<file path="src/rtl/coax_host_bridge.sv">
// Host-side register bridge for a coax link: 32-bit register bus in front of
// a TX word FIFO, an RX word FIFO, a bit-rate divider and an interrupt block.
module coax_host_bridge #(
  parameter int unsigned DEPTH   = 16,
  parameter int unsigned TX_W    = 10,
  parameter int unsigned RX_W    = 12,
  parameter logic [7:0]  DIV_RST = 8'd2
) (
  input  logic            clk,
  input  logic            rst,
  input  logic [11:0]     addr,
  input  logic [31:0]     write,
  input  logic            en,
  input  logic [3:0]      wen,
  output logic [31:0]     read,
  output logic [TX_W-1:0] tx_word,
  output logic            tx_valid,
  input  logic            tx_pop,
  input  logic            tx_active,
  input  logic [RX_W-1:0] rx_word,
  input  logic            rx_valid,
  input  logic            rx_active,
  output logic            bit_tick,
  output logic            core_rst,
  output logic            irq
);

  localparam int unsigned AW = $clog2(DEPTH);
  localparam int unsigned OW = AW + 1;

  localparam logic [2:0] A_TXDATA  = 3'd0;
  localparam logic [2:0] A_RXDATA  = 3'd1;
  localparam logic [2:0] A_TXSTAT  = 3'd2;
  localparam logic [2:0] A_RXSTAT  = 3'd3;
  localparam logic [2:0] A_CTRL    = 3'd4;
  localparam logic [2:0] A_IRQEN   = 3'd5;
  localparam logic [2:0] A_IRQSTAT = 3'd6;

  // Bus decode
  logic [2:0] w_sel;
  logic       w_rd;
  logic       w_wr;
  logic       w_wr_tx;
  logic       w_wr_ctrl;
  logic       w_wr_irqen;
  logic       w_wr_irqst;
  logic       w_rd_rx;
  logic       w_flush;

  assign w_sel      = addr[4:2];
  assign w_rd       = en & (wen == 4'd0);
  assign w_wr       = en & (wen != 4'd0);
  assign w_wr_tx    = w_wr & (w_sel == A_TXDATA);
  assign w_wr_ctrl  = w_wr & (w_sel == A_CTRL);
  assign w_wr_irqen = w_wr & (w_sel == A_IRQEN);
  assign w_wr_irqst = w_wr & (w_sel == A_IRQSTAT);
  assign w_rd_rx    = w_rd & (w_sel == A_RXDATA);

  // Registers
  logic              r_soft_rst;
  logic [7:0]        r_div;
  logic [7:0]        r_div_cnt;
  logic              r_tick;
  logic [3:0]        r_irqen;
  logic              r_rx_ovf;
  logic              r_tx_ovf;
  logic              r_irq;
  logic [TX_W-1:0]   r_tx_last;
  logic [31:0]       r_read;

  logic [TX_W-1:0]   r_tx_mem [DEPTH];
  logic [AW-1:0]     r_tx_wp;
  logic [AW-1:0]     r_tx_rp;
  logic [OW-1:0]     r_tx_cnt;
  logic [RX_W-1:0]   r_rx_mem [DEPTH];
  logic [AW-1:0]     r_rx_wp;
  logic [AW-1:0]     r_rx_rp;
  logic [OW-1:0]     r_rx_cnt;

  // Hard or soft reset both flush the FIFOs and block any transfer that cycle
  assign w_flush = rst | r_soft_rst;

  // TX FIFO control: a push into a full FIFO is accepted only alongside a pop
  logic w_tx_full;
  logic w_tx_empty;
  logic w_tx_pop;
  logic w_tx_push;
  logic w_tx_ovf;

  assign w_tx_full  = (r_tx_cnt == OW'(DEPTH));
  assign w_tx_empty = (r_tx_cnt == '0);
  assign w_tx_pop   = tx_pop & ~w_tx_empty & ~w_flush;
  assign w_tx_push  = w_wr_tx & (~w_tx_full | w_tx_pop) & ~w_flush;
  assign w_tx_ovf   = w_wr_tx & w_tx_full & ~w_tx_pop & ~w_flush;

  // RX FIFO control: popped by RXDATA reads, pushed by the receiver
  logic w_rx_full;
  logic w_rx_empty;
  logic w_rx_pop;
  logic w_rx_push;
  logic w_rx_ovf;

  assign w_rx_full  = (r_rx_cnt == OW'(DEPTH));
  assign w_rx_empty = (r_rx_cnt == '0);
  assign w_rx_pop   = w_rd_rx & ~w_rx_empty & ~w_flush;
  assign w_rx_push  = rx_valid & (~w_rx_full | w_rx_pop) & ~w_flush;
  assign w_rx_ovf   = rx_valid & w_rx_full & ~w_rx_pop & ~w_flush;

  // TX FIFO storage
  always_ff @(posedge clk) begin
    if (w_tx_push) begin
      r_tx_mem[r_tx_wp] <= write[TX_W-1:0];
    end
  end

  // TX FIFO pointers and occupancy
  always_ff @(posedge clk) begin
    if (rst || r_soft_rst) begin
      r_tx_wp  <= '0;
      r_tx_rp  <= '0;
      r_tx_cnt <= '0;
    end else begin
      if (w_tx_push) r_tx_wp <= r_tx_wp + AW'(1);
      if (w_tx_pop)  r_tx_rp <= r_tx_rp + AW'(1);
      case ({w_tx_push, w_tx_pop})
        2'b10:   r_tx_cnt <= r_tx_cnt + OW'(1);
        2'b01:   r_tx_cnt <= r_tx_cnt - OW'(1);
        default: r_tx_cnt <= r_tx_cnt;
      endcase
    end
  end

  // RX FIFO storage
  always_ff @(posedge clk) begin
    if (w_rx_push) begin
      r_rx_mem[r_rx_wp] <= rx_word;
    end
  end

  // RX FIFO pointers and occupancy
  always_ff @(posedge clk) begin
    if (rst || r_soft_rst) begin
      r_rx_wp  <= '0;
      r_rx_rp  <= '0;
      r_rx_cnt <= '0;
    end else begin
      if (w_rx_push) r_rx_wp <= r_rx_wp + AW'(1);
      if (w_rx_pop)  r_rx_rp <= r_rx_rp + AW'(1);
      case ({w_rx_push, w_rx_pop})
        2'b10:   r_rx_cnt <= r_rx_cnt + OW'(1);
        2'b01:   r_rx_cnt <= r_rx_cnt - OW'(1);
        default: r_rx_cnt <= r_rx_cnt;
      endcase
    end
  end

  // Control registers that survive a soft reset; soft reset is a one-cycle pulse
  always_ff @(posedge clk) begin
    if (rst) begin
      r_soft_rst <= 1'b0;
      r_div      <= DIV_RST;
      r_irqen    <= 4'd0;
      r_tx_last  <= '0;
    end else begin
      r_soft_rst <= w_wr_ctrl & write[0];
      if (w_wr_ctrl)  r_div     <= write[15:8];
      if (w_wr_irqen) r_irqen   <= write[3:0];
      if (w_wr_tx)    r_tx_last <= write[TX_W-1:0];
    end
  end

  // Sticky overflow flags: write-1-to-clear, a same-cycle set wins
  always_ff @(posedge clk) begin
    if (rst || r_soft_rst) begin
      r_rx_ovf <= 1'b0;
      r_tx_ovf <= 1'b0;
    end else begin
      r_rx_ovf <= w_rx_ovf | (r_rx_ovf & ~(w_wr_irqst & write[2]));
      r_tx_ovf <= w_tx_ovf | (r_tx_ovf & ~(w_wr_irqst & write[3]));
    end
  end

  // Bit-rate divider: tick is registered from the next count so a CTRL write
  // places the first pulse exactly DIV+1 cycles later
  logic [7:0] w_cnt_nxt;
  assign w_cnt_nxt = (r_div_cnt == r_div) ? 8'd0 : r_div_cnt + 8'd1;

  always_ff @(posedge clk) begin
    if (rst) begin
      r_div_cnt <= 8'd0;
      r_tick    <= 1'b0;
    end else if (w_wr_ctrl) begin
      r_div_cnt <= 8'd0;
      r_tick    <= (write[15:8] == 8'd0);
    end else begin
      r_div_cnt <= w_cnt_nxt;
      r_tick    <= (w_cnt_nxt == r_div);
    end
  end

  // Interrupt status view and registered interrupt line
  logic [3:0] w_irqstat;
  assign w_irqstat = {r_tx_ovf, r_rx_ovf, w_tx_empty, ~w_rx_empty};

  always_ff @(posedge clk) begin
    if (rst) begin
      r_irq <= 1'b0;
    end else begin
      r_irq <= |(w_irqstat & r_irqen);
    end
  end

  // Read data mux
  logic [31:0] w_rd_data;
  always_comb begin
    w_rd_data = 32'd0;
    case (w_sel)
      A_TXDATA:  w_rd_data = 32'(r_tx_last);
      A_RXDATA:  w_rd_data = w_rx_empty ? 32'd0 : 32'(r_rx_mem[r_rx_rp]);
      A_TXSTAT:  w_rd_data = {tx_active, 14'd0, w_tx_full, 7'd0, 9'(r_tx_cnt)};
      A_RXSTAT:  w_rd_data = {rx_active, 14'd0, w_rx_full, 7'd0, 9'(r_rx_cnt)};
      A_CTRL:    w_rd_data = {16'd0, r_div, 8'd0};
      A_IRQEN:   w_rd_data = {28'd0, r_irqen};
      A_IRQSTAT: w_rd_data = {28'd0, w_irqstat};
      default:   w_rd_data = 32'd0;
    endcase
  end

  // Registered read port, holds between reads
  always_ff @(posedge clk) begin
    if (rst) begin
      r_read <= 32'd0;
    end else if (w_rd) begin
      r_read <= w_rd_data;
    end
  end

  // Address and data bits outside the decoded register fields
  logic w_unused;
  assign w_unused = &{1'b0, addr[11:5], addr[1:0], write[31:16]};

  assign read     = r_read;
  assign tx_word  = r_tx_mem[r_tx_rp];
  assign tx_valid = ~w_tx_empty;
  assign bit_tick = r_tick;
  assign core_rst = rst | r_soft_rst;
  assign irq      = r_irq;

endmodule

</file>
<file path="config.mk">
export PLATFORM = sky130hd
export DESIGN_NAME = coax_host_bridge
export DESIGN_NICKNAME = d
export VERILOG_FILES = /design/src/rtl/coax_host_bridge.sv
export SDC_FILE = /design/constraint.sdc
export NUM_CORES = 1
export LEC_CHECK = 0
export CAP_MARGIN = 20
export CORE_UTILIZATION = 35
export CTS_BUF_LIST = sky130_fd_sc_hd__clkbuf_16
export CTS_CLUSTER_DIAMETER = 30
export DETAILED_ROUTE_END_ITERATION = 10
export HOLD_SLACK_MARGIN = 0.08
export PLACE_DENSITY = 0.57
export SETUP_SLACK_MARGIN = 0.3
export SKIP_LAST_GASP = 1
export SLEW_MARGIN = 10
export SYNTH_ARGS = -nofsm -noshare
export SYNTH_HDL_FRONTEND = slang
export SYNTH_SLANG_ARGS = --single-unit
</file>
<file path="constraint.sdc">
create_clock -name clk -period 5.4 [get_ports clk]
set_clock_uncertainty 0.1 [all_clocks]
set_input_delay 1.08 -clock clk [delete_from_list [all_inputs] [get_ports clk]]
set_output_delay 1.08 -clock clk [all_outputs]
set_load 0.1 [all_outputs]
</file>
== After elaboration in Yosys (flattened, before gate mapping) ==
Memory sizes are Yosys's and may differ from the RTL's. A register that Yosys moved wholly into a read port is not among the register bits.
Cells that the tools add are included.
Word-level totals
  flip-flop bits (word level): 93
  memory bits (writable): 352
  memories kept: 2
Cells by class
  bitwise logic cells: 41
  multiplexer cells: 14
  equal/unequal tests: 14
  add/subtract/negate cells: 9
  reduce and logical (&&, ||, !) cells: 11
Memory list
  r_rx_mem: depth 16, width 12, read ports 1, clocked after memory_dff 1, write ports 1, RTL line 75  | logic [RX_W-1:0] r_rx_mem [DEPTH];
  r_tx_mem: depth 16, width 10, read ports 1, clocked after memory_dff 1, write ports 1, RTL line 71  | logic [TX_W-1:0] r_tx_mem [DEPTH];
Operators by type and width (number)
  case mux 32 bit (7 select lines): 1
  AND 1 bit: 26
  case mux 5 bit (2 select lines): 2
  adder 4 x 1 -> 4 bit, second input constant: 4
  == test 8 bit: 2
  2-to-1 mux 4 bit: 4
  2-to-1 mux 12 bit: 1
  adder 5 x 1 -> 5 bit, second input constant: 2
  == test 5 bit, second input constant: 2
  logical NOT 5 bit: 2
  subtractor 5 x 1 -> 5 bit, second input constant: 2
  == test 3 bit, second input constant: 3
  inverter 1 bit: 9
  adder 8 x 1 -> 8 bit, second input constant: 1
  logical NOT 8 bit: 1
  2-to-1 mux 8 bit: 1
  == test 3 x 2 -> 1 bit, second input constant: 2
  2-to-1 mux 1 bit: 5
  OR 1 bit: 5
  AND 4 bit: 1
  == test 2 x 1 -> 1 bit, second input constant: 2
  == test 2 bit, second input constant: 2
  logical NOT 4 bit: 1
  nonzero test 2 bit: 2
  6 further kinds: 6

== Depth between registers and ports, before layout ==
Gate-level depths: netlist of the first run.
  depth after elaboration: 10
  mapped depth: 15

== Worst setup path after synthesis of the first run ==
OpenSTA, ideal clock, no wires.
  kind: input to register
  start: input rst
  end: register r_tx_cnt[4]
  setup slack: 923 ps
  data arrival time: 4249 ps
  cell stages on the path: 13
  path buffers: 3
  path through: clkbuf_1 > or2_2 > clkbuf_1 > buf_1 > nor2_1 > ha_1 > ha_1 > nor2b_1 > o21ai_0 > a21oi_1 > nor3_1 > xnor2_1 > nor2_1
Between the ends
  longest elaborated chain between the ends: 8
  elaborated cells on any way between the ends: 11
  those cells by class: eq/ne (2); mux (1); bitwise (6); reduce/logical (2)
RTL lines
  start, declared: RTL line 10  | input logic rst,
  OR 1 bit *
  named net core_rst: RTL line 24  | output logic core_rst,
  inverter 1 bit *: RTL line 92, 93
  AND 1 bit *: RTL line 92  | assign w_tx_pop = tx_pop & ~w_tx_empty & ~w_flush;
  named net w_tx_pop: RTL line 86  | logic w_tx_pop;
  OR 1 bit: RTL line 93  | assign w_tx_push = w_wr_tx & (~w_tx_full | w_tx_pop) & ~w_flush;
  AND 1 bit (2 in a row): RTL line 93
  == test 2 x 1 -> 1 bit or == test 2 bit (tied branches): RTL line 125  | case ({w_tx_push, w_tx_pop})
  case mux 5 bit (2 select lines) or nonzero test 2 bit (tied branches)
  end signal, assigned: RTL line 126  | 2'b10: r_tx_cnt <= r_tx_cnt + OW'(1);
  end signal, assigned: RTL line 127  | 2'b01: r_tx_cnt <= r_tx_cnt - OW'(1);
  end signal, assigned: RTL line 128  | default: r_tx_cnt <= r_tx_cnt;
  end, declared: RTL line 74  | logic [OW-1:0] r_tx_cnt;
Mark *: on every way through the listed nets, which the timed path passes. The rest lies on a longest branch.
A chain may end at the register's enable or synchronous reset.

==> summary.txt, run 1 <==
Status
  • Status: finished clean

STA
  • Hold Fails Final Rpt: 0
  • Tcrit/Tclk final: 89.03%
  • Tmin final: 4.808 ns
  • RSZ-0062 raised after global routing: false
  • Relative slew slack: a little under a third
  • Setup TNS: 0 ns
  • Final worst slack: 0.5922 ns
  • Max-slew violations: 0
  • Max frequency: 0.2080 GHz
  • Final setup fails: 0
  • Slew @ Worst Pin: roughly 1.0 ns

Final layout
  • Most frequent cells in the layout: edfxtp_1 (352), mux4_2 (110), clkbuf_16 (91)
  • Final nets: 1296
  • Layout cells sized above 1: 26.36%
  • Antenna cells: 0
  • Commonest non-fill, non-tap cell in the layout: edfxtp_1
  • Area added between synthesis and finish: 27.34%

Min path
  • Hold Path End: r_tx_last[2]$_SDFFE_PP0N_
  • Hold depth: 2
  • Hold_sp: r_tx_last[2]$_SDFFE_PP0N_
  • HP Class: register to register

Global routing
  • Initial antenna violation count: 0
  • Gr usage total: 16.08%
  • Vias in the first global route: 10031
  • Grt ovf: 0
  • Largest net degree at the start of global routing: 49
  • First-pass GRT wire length: 60.74 mm

Drt
  • Vias: 9633
  • Detailed Routing Iterations Pass 1: 5
  • DRC viols: 0
  • Routed len/inst: ~20 um
  • Vias/cell: 4.920
  • Final wirelength: 40.29 mm
  • Final ANT Viol Nets: 0
  • Drt initial violations: 678

Clock tree
  • Clock transition at the registers of the reported paths: roughly 0.050 ns
  • Clock Latency Late Sink: approximately 0.63 ns
  • Number of CTS-inserted buffers: 89
  • CTS tree: yes
  • Postcts setup bufs: 0
  • Bufs on Longest Clock Path: 3
  • Root Buffer: clkbuf_16
  • Post_cts resized: 0
  • Max H-tree Level: 3
  • Cts-stage hold buffer count: 0
  • Clock Sinks: 439

Critical path
  • CP max-delay cell: clkdlybuf4s50_1
  • Worst path most repeated cell: mux4_2
  • Critical path arrival: roughly 3.6 ns
  • End of the worst register-to-register path: r_rx_cnt[4]$_SDFFE_PN0P_
  • R2R cell count: 13
  • Max Fanout on Critical Path: 21
  • CP cell instances: mux4_2 > mux4_2 > clkdlybuf4s50_1
  • Critical R2R Launch: r_rx_cnt[1]$_SDFFE_PN0P_
  • Critical path required time: 4.22 ns
  • Setup crit start kind: register
  • Critical path's largest stage delay: 1.00 ns
  • R2R setup slack: 2.00 ns
  • WS Path Type: register to output pin
  • Critical path endpoint category: output pin

Logic synthesis
  • Synth async-reset ratio: 0%
  • Yosys warnings: 0
  • Post-synthesis cell type count: 61
  • Synth area leader: edfxtp_1
  • Cell count after synthesis: 1045
  • Top cell type's share of synthesized area: 59.74%
  • Ys flop type: edfxtp_1
  • Sequential fraction of the synthesis area: 69.58%
  • Synthesized area per cell: ~17 um^2
  • Mapped cell area: approximately 18000 um^2
  • Synth Register Bits: 439
  • Post-synth EDFFs: ~350
  • Synth area leaders: edfxtp_1 (60%), mux4_2 (14%), dfxtp_1 (9.8%)

Floorplan
  • Initial Utilization: 35.41%
  • Die area: 51460 um^2
  • # IOs: 113
  • Die W: between 200 and 250 um
  • Site Rows: 82
  • Die height: 226.8 um
  • Core area: 49970 um^2

Pwr
  • Max VDD drop: 0.2945 mV
  • Pwr/cell area: 417.7 nW/um^2
  • Leakage power: roughly 7.5 nW

Placed design
  • Post-DP HPWL: between 20 and 30 mm
  • Worst slack at placement: approximately 0.55 ns
  • Port buffer count: 73
  • GPL Wtd Cong: ~0.76

Flow run
  • Max-Cap Viols: 0
worst max path at each step:
stage	from	to	slack, ns
after floorplan	rst	r_tx_cnt[4]$_SDFFE_PN0P_	0.92
after global placement	wen[1]	r_rx_cnt[4]$_SDFFE_PN0P_	0.59
after detailed placement	addr[2]	r_rx_cnt[4]$_SDFFE_PN0P_	0.55
after CTS	register	tx_word[9]	0.49
after global routing	register	tx_word[9]	0.46
final	register	tx_word[9]	0.59
stage by stage:
step | utilization (%) | instance area (um^2) | hold slack, ns | power (mW) | cells
finish | 45.09 | 22530 | 0.3594 | 9.412 | 1958
global placement | 38.91 | 19440 | 0.3440 | 4.057 | 1790
CTS | 45.04 | 22500 | 0.3603 | 9.507 | 1957
global route | 45.09 | 22530 | 0.3786 | 9.694 | 1958
detailed placement | 38.91 | 19440 | 0.3497 | 4.062 | 1790
floorplan | - | 17740 | 0.3357 | 3.943 | 1058
cells in the mapped netlist, types with 9 or more instances:
| master | number |
|---|---|
| nor2_1 | 89 |
| clkbuf_1 | 37 |
| mux4_2 | 110 |
| buf_2 | 11 |
| edfxtp_1 | 352 |
| dfxtp_1 | 87 |
| buf_4 | 14 |
| nand2_1 | 52 |
| a21oi_1 | 37 |
| xor2_1 | 16 |
| o21ai_0 | 10 |
| nor3_1 | 17 |
| inv_1 | 32 |
| ha_1 | 18 |
| nand4_1 | 9 |
| xnor2_1 | 17 |
| mux2i_1 | 18 |
| o21ai_1 | 9 |
layer usage:
metal  global-route usage [%]  vias up  routed length [um]
li1                         -     4411                   -
met1                    20.48     4909               17440
met2                    26.52      250               19860
met3                    3.706       63                2026
met4                    6.277        0                 959
met5                        0        -                   0
state kept, by name, indices dropped and copies added, names as in the netlist, 4 cells and up, named ones only:
register / flops
r_rx_mem: 192
r_irqen: 4
r_div_cnt: 8
r_div: 8
read: 18
r_tx_rp: 4
r_tx_mem: 160
r_tx_wp: 4
r_rx_cnt: 5
r_tx_last: 10
r_rx_rp: 4
r_tx_cnt: 5
r_rx_wp: 4
cell families (layout without fill, tap and decap cells):
logic type      Yosys count  in the layout  synth area share [%]
compound gates           99             99                 3.677
xor+xnor                 34             34                 1.761
fa+ha+maj                19             19                 1.386
buf+inv                 100            328                 2.539
flops                   439            439                 69.58
mux                     128            128                 15.02
other cells               1             14               0.02119
simple gates            225            225                 6.018
power breakdown:
group / internal, mW / switching (mW) / total (mW)
registers: 3.68 / 0.0202 / 3.70
clock network: 3.57 / 1.84 / 5.41
logic: 0.0928 / 0.204 / 0.297
layout make-up:
| type | instances | area [um^2] |
|---|---|---|
| Timing Repair Buffer | 129 | 1166 |
| Multi-Input combinational cell | 519 | 5022 |
| Fill cell | 4353 | 27430 |
| Inverter | 32 | 120.1 |
| Clock inverter | 76 | 785.8 |
| Clock buffer | 91 | 2277 |
| Sequential cell | 439 | 12320 |
| Tap cell | 672 | 840.8 |
critical path: cells and delay by family (launching register included):
| kind | cells | cell delay, ns |
|---|---|---|
| multiplexers | 2 | 1.16 |
| buffers and inverters | 1 | 1.00 |
| flip-flops | 1 | 0.82 |
Note: power is estimated with default switching activity, not from simulation.
==> run 2: changes to the inputs <==
--- a/config.mk
+++ b/config.mk
@@ -5,14 +5,16 @@
 export SDC_FILE = /design/constraint.sdc
 export NUM_CORES = 1
 export LEC_CHECK = 0
-export CAP_MARGIN = 20
+export CAP_MARGIN = 40
 export CORE_UTILIZATION = 35
 export CTS_BUF_LIST = sky130_fd_sc_hd__clkbuf_16
 export CTS_CLUSTER_DIAMETER = 30
+export CTS_CLUSTER_SIZE = 8
 export DETAILED_ROUTE_END_ITERATION = 10
 export HOLD_SLACK_MARGIN = 0.08
 export PLACE_DENSITY = 0.57
 export SETUP_SLACK_MARGIN = 0.3
+export SKIP_CTS_REPAIR_TIMING = 1
 export SKIP_LAST_GASP = 1
 export SLEW_MARGIN = 10
 export SYNTH_ARGS = -nofsm -noshare
==> run 2 against run 1 <==
Net effect:
- count of clock-buffer cells in the layout grew 3
- via count is 1.9% higher
- sequential share of layout area decreased by 0.93 points
- first-iteration DRC count increased by 16%
- fmax increased by 6.4%
- highest routed layer is now met5
- global-route usage grew 0.36 points
- design area rose by 1.7%
- power decreased by 1.0%
- combinational power up 3%
- utilization increased by 0.78 points
- non-clock buffer count is 27 higher
==> summary.txt, run 2 (synthesized netlist as in run 1, its figures left out) <==
Final layout
  • Most frequent cells in the layout: edfxtp_1 (352), mux4_2 (110), clkbuf_16 (94)
  • Final Cell Area: 22920 um^2
  • Layout cells sized above 1: between 20% and 30%
  • Antenna cells: 0
  • Filler cells: 4291
  • Area occupied by multi-input gates: between 5000 and 6000 um^2
  • Area added between synthesis and finish: 29.54%
  • Register area: between 10000 and 15000 um^2
  • Max FFs per register: 192
  • Final nets: 1327
  • Commonest non-fill, non-tap cell in the layout: edfxtp_1
  • Largest Register: r_rx_mem

Pwr
  • Pwr/cell area: 406.4 nW/um^2
  • Total power draw: slightly above 9 mW
  • Leakage power: 7.744 nW
  • Max VDD drop: approximately 0.35 mV

Status
  • Status: finished clean

Placed design
  • GPL Wtd Cong: 0.7642
  • Post-DP Area: 19910 um^2
  • Post-DP HPWL: 26.78 mm
  • Port buffer count: 73

Drt
  • Routed len/inst: approximately 21 um
  • Drt initial violations: 788
  • Vias: 9814
  • Final wirelength: slightly above 40 mm
  • Final ANT Viol Nets: 0
  • DRC viols: 0
  • Vias/cell: 4.934
  • Detailed Routing Iterations Pass 1: 5

Floorplan
  • Die area: 51460 um^2
  • Die W: 226.8 um
  • Die height: 226.8 um
  • Initial Utilization: 35.41%
  • Core area: 49970 um^2
  • Site Rows: 82
  • # IOs: 113

Critical path
  • Setup crit start kind: register
  • Critical path required time: 4.22 ns
  • Max Fanout on Critical Path: 21
  • Critical R2R Launch: r_rx_cnt[0]$_SDFFE_PN0P_
  • End of the worst register-to-register path: r_rx_cnt[4]$_SDFFE_PN0P_
  • R2R cell count: 13
  • R2R setup slack: 1.97 ns
  • Critical path arrival: 3.34 ns
  • Critical path endpoint category: output pin
  • WS Path Type: register to output pin

Global routing
  • Gr usage total: 16.45%
  • Largest net degree at the start of global routing: 37
  • First-pass GRT wire length: roughly 62 mm
  • Vias in the first global route: 10118
  • Initial antenna violation count: 2
  • Grt ovf: 0

Flow run
  • Max-Cap Viols: 0

STA
  • Hold slack: 0.3581 ns
  • Max frequency: 0.2212 GHz
  • Setup TNS: 0 ns
  • Tmin final: 4.520 ns
  • Final setup fails: 0
  • Max-slew violations: 0
  • Slew @ Worst Pin: ~0.9 ns
  • Hold Fails Final Rpt: 0
  • Tcrit/Tclk final: 83.70%
  • RSZ-0062 raised after global routing: false
  • Relative slew slack: 41.24%

Clock tree
  • CTS tree: yes
  • Clock transition at the registers of the reported paths: 0.04 ns
  • Clock Sinks: 439
  • Root Buffer: clkbuf_16
  • Clock Latency Late Sink: 0.62 ns
  • Number of CTS-inserted buffers: 93
  • Max H-tree Level: 3
  • Bufs on Longest Clock Path: 3

Min path
  • Hold depth: 2
  • Hold_sp: r_tx_last[9]$_SDFFE_PP0N_
  • HP Class: register to register
  • Hold Path End: r_tx_last[9]$_SDFFE_PP0N_
[run 2: cell count changes in the layout (fill, tap and decap cells not counted), sizes merged]
cell      previous run  this run
buf                 63        90
clkinvlp            15         8
bufinv              10         7
clkinv              30        40
clkbuf              91        94
inv                 53        54
[run 2: report_power, final]
part / switching, mW / total (mW) / internal (mW)
combinational: 0.206 / 0.306 / 0.0994
sequential: 0.0199 / 3.70 / 3.68
clock: 1.81 / 5.31 / 3.49
total: 2.04 / 9.32 / 7.28
[run 2: area by class of cell]
cell class | count | area share, %
Clock inverter | 77 | 2.866
Timing Repair Buffer | 156 | 7.020
Sequential cell | 439 | 53.75
Inverter | 32 | 0.5240
Clock buffer | 94 | 10.26
Tap cell | 672 | 3.668
Multi-Input combinational cell | 519 | 21.91
[run 2: worst max path at each step]
stage | depth (start not counted) | endpoint | startpoint | slack, ns
floorplan | 13 | r_tx_cnt[4]$_SDFFE_PN0P_ | rst | 0.92
global placement | 14 | r_rx_cnt[4]$_SDFFE_PN0P_ | wen[1] | 0.59
detailed placement | 14 | r_rx_cnt[4]$_SDFFE_PN0P_ | addr[2] | 0.55
CTS | 4 | tx_word[8] | register | 0.76
global route | 4 | tx_word[8] | register | 0.74
finish | 4 | tx_word[8] | register | 0.88
[run 2: routing by layer]
metal / up-vias / GRT usage (%) / wire length (um)
met2: 233 / 27.52 / 20880
met5: - / 0 / 23
met4: 4 / 5.493 / 739
li1: 4473 / - / -
met3: 62 / 3.641 / 1811
met1: 5042 / 21.05 / 17630
[run 2: critical path, stage by stage (launching register included)]
cell and delay, ns:
dfxtp_2 0.83, mux4_2 0.61, mux4_2 0.48, clkdlybuf4s50_1 0.56, buf_16 0.23
[run 2: through the flow]
stage | util (%) | cells | worst slack (ns)
after floorplan | - | 1058 | 0.9233
after global placement | 38.91 | 1790 | 0.5855
after detailed placement | 39.85 | 1818 | 0.5514
after CTS | 45.87 | 1989 | 0.7625
after global routing | 45.87 | 1989 | 0.7390
final | 45.87 | 1989 | 0.8801
